==> config.mk <==
export PLATFORM = sky130hd
export DESIGN_NAME = relu_maxpool
export DESIGN_NICKNAME = d
export VERILOG_FILES = /design/src/rtl/relu_maxpool_pkg.sv /design/src/rtl/pool_max_acc.sv /design/src/rtl/relu_maxpool.sv
export SDC_FILE = /design/constraint.sdc
export NUM_CORES = 1
export LEC_CHECK = 0
export ABC_AREA = 1
export ABC_CLOCK_PERIOD_IN_PS = 5290
export CORE_AREA = 4 4 271 247
export CTS_CLUSTER_SIZE = 14
export DETAILED_ROUTE_END_ITERATION = 8
export DIE_AREA = 0 0 275 251
export GPL_ROUTABILITY_DRIVEN = 1
export PLACE_DENSITY = 0.5
export RECOVER_POWER = 50
export SYNTH_ARGS = -nofsm -noshare
export SYNTH_HDL_FRONTEND = slang
export SYNTH_HIERARCHICAL = 1
export SYNTH_SLANG_ARGS = --single-unit
==> constraint.sdc <==
create_clock -name clk -period 5.29 [get_ports clk]
set_clock_uncertainty 0.15 [all_clocks]
set_input_delay 0.7935 -clock clk [delete_from_list [all_inputs] [get_ports clk]]
set_output_delay 0.7935 -clock clk [all_outputs]
set_load 0.1 [all_outputs]
==> src/rtl/relu_maxpool_pkg.sv <==
// Shared definitions for the windowed pooling/conv blocks: FSM encoding,
// output-dimension and counter-width helpers.
package relu_maxpool_pkg;

  typedef enum logic [1:0] {
    IDLE = 2'd0,
    LOAD = 2'd1,
    POOL = 2'd2,
    DONE = 2'd3
  } pool_state_t;

  function automatic int out_dim(input int n_in, input int n_win, input int stride);
    return ((n_in - n_win) / stride) + 1;
  endfunction

  // Bits needed to index n entries (0..n-1); never less than one bit.
  function automatic int cnt_w(input int n);
    return (n <= 2) ? 1 : $clog2(n);
  endfunction

endpackage

==> src/rtl/pool_max_acc.sv <==
// Running-maximum register for one pooling window; inputs are post-ReLU,
// so an unsigned compare is sufficient.
module pool_max_acc #(
  parameter int W = 18
) (
  input  logic         clk,
  input  logic         rst,
  input  logic         clk_en,
  input  logic         load,
  input  logic         update,
  input  logic [W-1:0] din,
  output logic [W-1:0] max_next
);

  logic [W-1:0] acc_q;

  // Strict greater-than keeps the held value on ties.
  always_comb begin
    max_next = acc_q;
    if (load) begin
      max_next = din;
    end else if (update && (din > acc_q)) begin
      max_next = din;
    end
  end

  always_ff @(posedge clk) begin
    if (rst) begin
      acc_q <= '0;
    end else if (clk_en) begin
      acc_q <= max_next;
    end
  end

endmodule

==> src/rtl/relu_maxpool.sv <==
// ReLU followed by sliding-window max pooling over a flat feature map,
// one window element per enabled cycle.
//
// state | meaning
// IDLE  | waiting for start
// LOAD  | capture X with ReLU into the input bank
// POOL  | walk windows, one element per enabled cycle
// DONE  | Y holds the full result, done asserted
module relu_maxpool
  import relu_maxpool_pkg::*;
#(
  parameter int In_d_W = 18,
  parameter int R_I    = 3,
  parameter int C_I    = 3,
  parameter int R_P    = 2,
  parameter int C_P    = 2,
  parameter int S_P    = 1,
  localparam int R_Q   = out_dim(R_I, R_P, S_P),
  localparam int C_Q   = out_dim(C_I, C_P, S_P)
) (
  input  logic                        clk,
  input  logic                        rst,
  input  logic                        clk_en,
  input  logic                        start,
  input  logic [R_I*C_I*In_d_W-1:0]   X,
  output logic                        busy,
  output logic                        done,
  output logic [R_Q*C_Q*In_d_W-1:0]   Y
);

  localparam int N_I      = R_I * C_I;
  localparam int N_Q      = R_Q * C_Q;
  localparam int POOL_LEN = N_Q * R_P * C_P;

  localparam int IW  = cnt_w(N_I);
  localparam int QW  = cnt_w(N_Q);
  localparam int QRW = cnt_w(R_Q);
  localparam int QCW = cnt_w(C_Q);
  localparam int WRW = cnt_w(R_P);
  localparam int WCW = cnt_w(C_P);
  localparam int PW  = cnt_w(POOL_LEN);

  localparam logic [QRW-1:0] QR_LAST  = QRW'(R_Q - 1);
  localparam logic [QCW-1:0] QC_LAST  = QCW'(C_Q - 1);
  localparam logic [WRW-1:0] WR_LAST  = WRW'(R_P - 1);
  localparam logic [WCW-1:0] WC_LAST  = WCW'(C_P - 1);
  localparam logic [PW-1:0]  POOL_TOP = PW'(POOL_LEN - 1);

  pool_state_t state, state_nxt;

  logic [In_d_W-1:0] in_bank  [N_I];
  logic [In_d_W-1:0] res_bank [N_Q];

  logic [QRW-1:0] qr;
  logic [QCW-1:0] qc;
  logic [WRW-1:0] wr;
  logic [WCW-1:0] wc;
  logic [PW-1:0]  pool_cnt;

  logic [IW-1:0]     elem_idx;
  logic [QW-1:0]     q_idx;
  logic [In_d_W-1:0] elem;
  logic [In_d_W-1:0] max_next;
  logic              win_first, win_last, pool_tc;
  logic [N_Q*In_d_W-1:0] y_nxt;

  function automatic logic [In_d_W-1:0] relu(input logic [In_d_W-1:0] v);
    return v[In_d_W-1] ? '0 : v;
  endfunction

  always_ff @(posedge clk) begin
    if (rst) begin
      state <= IDLE;
    end else if (clk_en) begin
      state <= state_nxt;
    end
  end

  always_comb begin
    state_nxt = state;
    case (state)
      IDLE:    if (start) state_nxt = LOAD;
      LOAD:    state_nxt = POOL;
      POOL:    if (pool_tc) state_nxt = DONE;
      DONE:    state_nxt = IDLE;
      default: state_nxt = IDLE;
    endcase
  end

  always_comb begin
    elem_idx  = IW'((int'(qr) * S_P + int'(wr)) * C_I + int'(qc) * S_P + int'(wc));
    q_idx     = QW'(int'(qr) * C_Q + int'(qc));
    elem      = in_bank[elem_idx];
    win_first = (wr == '0) && (wc == '0);
    win_last  = (wr == WR_LAST) && (wc == WC_LAST);
    pool_tc   = (pool_cnt == '0);
  end

  // The final window's maximum is still in flight on the last POOL edge,
  // so it is merged here to let Y be complete while done is high.
  always_comb begin
    y_nxt = '0;
    for (int q = 0; q < N_Q; q++) begin
      y_nxt[q*In_d_W +: In_d_W] = (win_last && (q_idx == QW'(q))) ? max_next : res_bank[q];
    end
  end

  pool_max_acc #(
    .W (In_d_W)
  ) u_max_acc (
    .clk      (clk),
    .rst      (rst),
    .clk_en   (clk_en),
    .load     ((state == POOL) && win_first),
    .update   ((state == POOL) && !win_first),
    .din      (elem),
    .max_next (max_next)
  );

  always_ff @(posedge clk) begin
    if (rst) begin
      qr       <= '0;
      qc       <= '0;
      wr       <= '0;
      wc       <= '0;
      pool_cnt <= '0;
      Y        <= '0;
      for (int k = 0; k < N_I; k++) in_bank[k] <= '0;
      for (int q = 0; q < N_Q; q++) res_bank[q] <= '0;
    end else if (clk_en) begin
      case (state)
        LOAD: begin
          for (int k = 0; k < N_I; k++) in_bank[k] <= relu(X[k*In_d_W +: In_d_W]);
          qr       <= '0;
          qc       <= '0;
          wr       <= '0;
          wc       <= '0;
          pool_cnt <= POOL_TOP;
        end
        POOL: begin
          if (win_last) res_bank[q_idx] <= max_next;
          if (pool_tc) begin
            Y <= y_nxt;
          end else begin
            pool_cnt <= pool_cnt - 1'b1;
          end
          if (wc == WC_LAST) begin
            wc <= '0;
            if (wr == WR_LAST) begin
              wr <= '0;
              if (qc == QC_LAST) begin
                qc <= '0;
                qr <= (qr == QR_LAST) ? '0 : qr + 1'b1;
              end else begin
                qc <= qc + 1'b1;
              end
            end else begin
              wr <= wr + 1'b1;
            end
          end else begin
            wc <= wc + 1'b1;
          end
        end
        default: ;
      endcase
    end
  end

  assign busy = (state != IDLE);
  assign done = (state == DONE);

endmodule

# == Yosys cells after proc, flatten, opt, wreduce, memory -nomap -nowiden ==
# Memories as Yosys holds them, arrays and structs flattened. A register that Yosys moved wholly into a read port is not among the register bits.
# Cells that the tools add are included.
# W data, S select, Z words.
# word_totals
word_cells,111
mem_count,2
regBits,28
ram_bits,225
# memory_table
name,depth,width,rd,rd_ports_with_merged_regs,wr,line_no,text
in_bank,9,17,1,0,9,relu_maxpool.sv:51,logic [In_d_W-1:0] in_bank [N_I];
res_bank,4,18,4,4,4,relu_maxpool.sv:52,logic [In_d_W-1:0] res_bank [N_Q];
# op_classes
bitwise,11
muxes,53
n_eq_ne,9
addsub,9
n_mul,1
n_lt_le_gt_ge,1
reduce_logical,18
# op_table
cell,n
$mux W17,18
$mux W18,3
$mux W1,22
$gt A18 B18 Y1,1
$reduce_or A18 Y1,1
$ne A2 B2 Y1 const B,6
$reduce_and A3 Y1,4
$or A1 B1 Y1,9
$add A4 B1 Y4,2
$pmux W1 S2,4
$pmux W2 S4,1
$pmux W4 S2,1
$mux W2,3
$logic_and A1 B1 Y1,5
$reduce_and A5 Y1,1
$add A1 B1 Y1 const B,4
$eq A2 B2 Y1 const B,2
$logic_not A4 Y1,1
$mul A2 B2 Y4 const B,1
$mux W4,1
$reduce_and A4 Y1,1
$reduce_bool A2 Y1,2
$sub A4 B1 Y4 const B,1
$add A1 B1 Y2,1
other kinds (6),7

# == Logic depth before layout (Yosys ltp) ==
# An unclocked memory read counts as a cell.
# logic_depth
depth_word,10
ltp_mapped,33
mapped_depth_nobuf,29

# == Hierarchy ==
# Netlist, hierarchy kept.
# modules_own_cells
mod,seq_area_each_um2,cells_each,instances,area_per_inst_um2
relu_maxpool,8398.1,1668,1,14311.2
pool_max_acc,360.3,249,1,1607.8

# == Worst setup path after synthesis ==
# Ideal clock, no wire load.
# synth_path
path_kind,input-to-reg
startpoint,input port rst
endpoint,"memory in_bank[0][0] in the netlist's numbering, enable pin"
path_stages,4
t_required_ns,3.861
setup_slack_ns,0.161
arrival_ns,3.700
cell_sequence,buf_2 > inv_1 > buf_4 > nand2_1
# synth_lines
element,line_no,text
start: declaration,relu_maxpool.sv:22,"input logic rst,"
end: declaration,relu_maxpool.sv:51,

==> results.md <==
- Chip width: around 280 um
- Hold Path Class: reg2reg
- Number of I/O port buffers: around 240
- Synth unique cells: 38
- Fin cells: 3034
- Slew @ Worst Pin: 1060 ps
- Crit-path slowest cell: fa_2
- Endpoint type of the worst setup path: flop
- Later-pin clock latency in the skew report: around 570 ps
- DRC viols: 0
- Antenna violations before repair: 0
- Overall power: 0.00765 W
- Fmax: 0.198 GHz
- Syn avg cell area: 8.30 um2
- Sequential share of the synthesized area: between 50 and 60%
- Largest buffer count on any clock path: 3
- Data arrival time of the critical path: between 5000 and 6000 ps
- Die Y: 251 um
- Clock Sink Count: 325
- P&R area growth vs syn: 30.4%
- Initial Util: 24.9%
- Cell area after layout: 0.0208 mm2
- First-pass GRT wire length: 76100 um
- Root buf cell: clkbuf_16
- Clk slew on worst S/H paths: 60 ps
- Vias in the first global route: 12901
- Worst Path Required: 5640 ps
- DRT Pass-1 Iters: 6
- Post-CTS Hold Buffers: 0
- FP Rows: 88
- Final setup viols: 0
- CTS buffer count: 40
- H-tree level count: 2
- Synth Instances: 1917
- RSZ-0062 raised after global routing: yes
- Share of the synthesized area in the top cell type: between 40 and 50%
- Slew HR: 29.4%
- TritonCTS clock tree: built
- Reg-to-reg critical path startpoint: wr
- Fillers: 6694
- DP Cell Count: 2953
- Peak VDD IR: between 150 and 200 uV
- WL/cell: 16.8 um
- Via count: 13108
- Layout net count: approximately 2300
- HP Start: pool_cnt[2]
- Register-to-Register Path Depth: 29
- IO Pins: 240
- Max FO, Critical Path: 33
- Vias per cell: about 4.3
- Hold endpoint: pool_cnt[2]
- Layout cells sized above 1: 7.43%
- Slowest stage delay, CP: 600 ps
- Largest net degree at the start of global routing: 68
- Critical Path Start Type: flop
- RD Place Congestion: 0.816
- Status: finished, final reports clean
- Core Box Area: 0.0639 mm2
- PwrDens: 368 mW/mm2
- Max-cap viol count: 0
- Crit Path Class: reg2reg
- Worst r2r dst: Y[70]
- Fin. Hold Viols: 0
- Wirelength, routed: 50900 um
- Final antenna-violating net count: 0
- Full die area: 0.0690 mm2
- Final worst-path cycle share: 95.4%
- Cell taking the most area after synthesis: edfxtp_1
- Placed cell area: 0.0193 mm2
- Diode count: 0
- DP HPWL: 36200 um
- Minimum period implied by the final worst setup slack: roughly 5000 ps
- P_leak: 9.43 nW
- Depth of the worst hold-timing path: 2
- R2r setup slk: 250 ps
- Post-Syn Area: 0.0159 mm2
- Synth warn: 6
- Final Slew Violations: 0
- Seq cells post-synth: about 330
- Total global-route track usage: 14.2%
- Top cells by area, synth: edfxtp_1 42%, dfxtp_1 13%, inv_1 10%
- Initial DRC Count: 1190
- Grt ovf: 0
- Final TNS setup: 0 ps
## Yosys cell counts, drive strengths merged
cell,count
a211oi,2
a21o,2
a21oi,103
buf,44
clkbuf,42
clkinv,2
conb,1
dfxtp,100
dlygate4sd1,1
edfxtp,225
fa,2
ha,29
inv,449
nand2,326
nand3,153
nand4,40
nor2,284
nor3,5
o211ai,32
o21a,2
o21ai,70
o31ai,1
xnor2,1
xor2,1
## worst max-delay path: cells and delay by family, from the launching register on
family | cells | cell delay (ps)
adder cells (fa/ha/maj) | 4 | 1640
AND/OR/NAND/NOR | 16 | 1680
flip-flops | 1 | 380
buffers and inverters | 7 | 800
AO/OA/AOI/OAI | 2 | 280
## per-layer routing
| layer | track usage, % | wire [um] | share of wire, % |
|---|---|---|---|
| met5 | 0 | 0 | 0 |
| met4 | 4.45 | 1390 | 2.7 |
| met3 | 2.44 | 2940 | 5.8 |
| met2 | 22.9 | 23500 | 46 |
| met1 | 19.5 | 23100 | 45 |
## timing repair
| action | 4_1_cts | 5_1_grt |
|---|---|---|
| pin swaps | 1 | 9 |
| buffers inserted | 0 | 8 |
| setup endpoints to repair | 1 | 141 |
| cloned | 0 | 2 |
| resized for setup | 1 | 31 |
## worst max-delay path by stage
| stage | start | slack [ps] | depth (start not counted) | endpoint |
|---|---|---|---|---|
| global placement | qr | 80 | 27 | Y[66] |
| finish | wr | 250 | 29 | Y[70] |
| global route | wr | -30 | 28 | Y[62] |
| floorplan | rst | 160 | 4 | in_bank[0][0] |
| detailed placement | qr | 30 | 27 | Y[66] |
| CTS | qr | 50 | 27 | Y[70] |
## cell usage in the layout (no fill, tap or decap), types with 31 or more instances in the layout
cell type / n
o21ai_0: 70
inv_1: 444
nand4_1: 38
nor2_1: 276
clkbuf_16: 42
nand2_2: 31
dfxtp_1: 100
edfxtp_1: 225
nand3_1: 151
o211ai_1: 32
a21oi_1: 103
nand2_1: 286
clkdlybuf4s50_1: 238
## cell type report
cell class | instances | area (um2) | share of cell area (%)
multi-input cells | 1055 | 5170 | 24.9
flip-flops and latches | 325 | 8760 | 42.2
well taps | 855 | 1070 | 5.15
clock buffers | 51 | 1060 | 5.12
repair buffers | 277 | 2790 | 13.4
inverters | 451 | 1690 | 8.15
clock inverters | 20 | 221 | 1.07
## state kept, by name, indices dropped and copies added, names as in the netlist
name / cells
Y: 72
res_bank: 72
u_max_acc/acc_q: 18
qr: 1
wr: 1
qc: 1
pool_cnt: 4
wc: 1
state: 2
in_bank: 153
## power breakdown
group	switching (W)	internal, W
logic	0.00135	0.000631
clock network	0.00112	0.00158
registers	0.0000746	0.00288
## kinds of logic (layout without fill, tap and decap cells)
kind of cell / after synthesis / count (layout) / synth area share (%)
xor gates and xnor gates: 2 / 2 / 0.110
buffers and inverters: 538 / 799 / 13.3
and+or+nand+nor: 808 / 808 / 21.7
AOI/OAI and AO/OA: 212 / 212 / 7.31
other: 1 / 2 / 0.0236
adders and majority gates: 31 / 31 / 2.53
DFF: 325 / 325 / 55.0
## stage by stage
| step | utilization [%] | hold WS [ps] | setup WS (ps) |
|---|---|---|---|
| after floorplan | - | 312 | 161 |
| after global placement | 30.2 | 320 | 76.9 |
| after detailed placement | 30.2 | 345 | 25.3 |
| after CTS | 32.2 | 354 | 48.3 |
| after global routing | 32.5 | 380 | -32.0 |
| final | 32.5 | 350 | 246 |
Power figures use the tool's default switching activity.
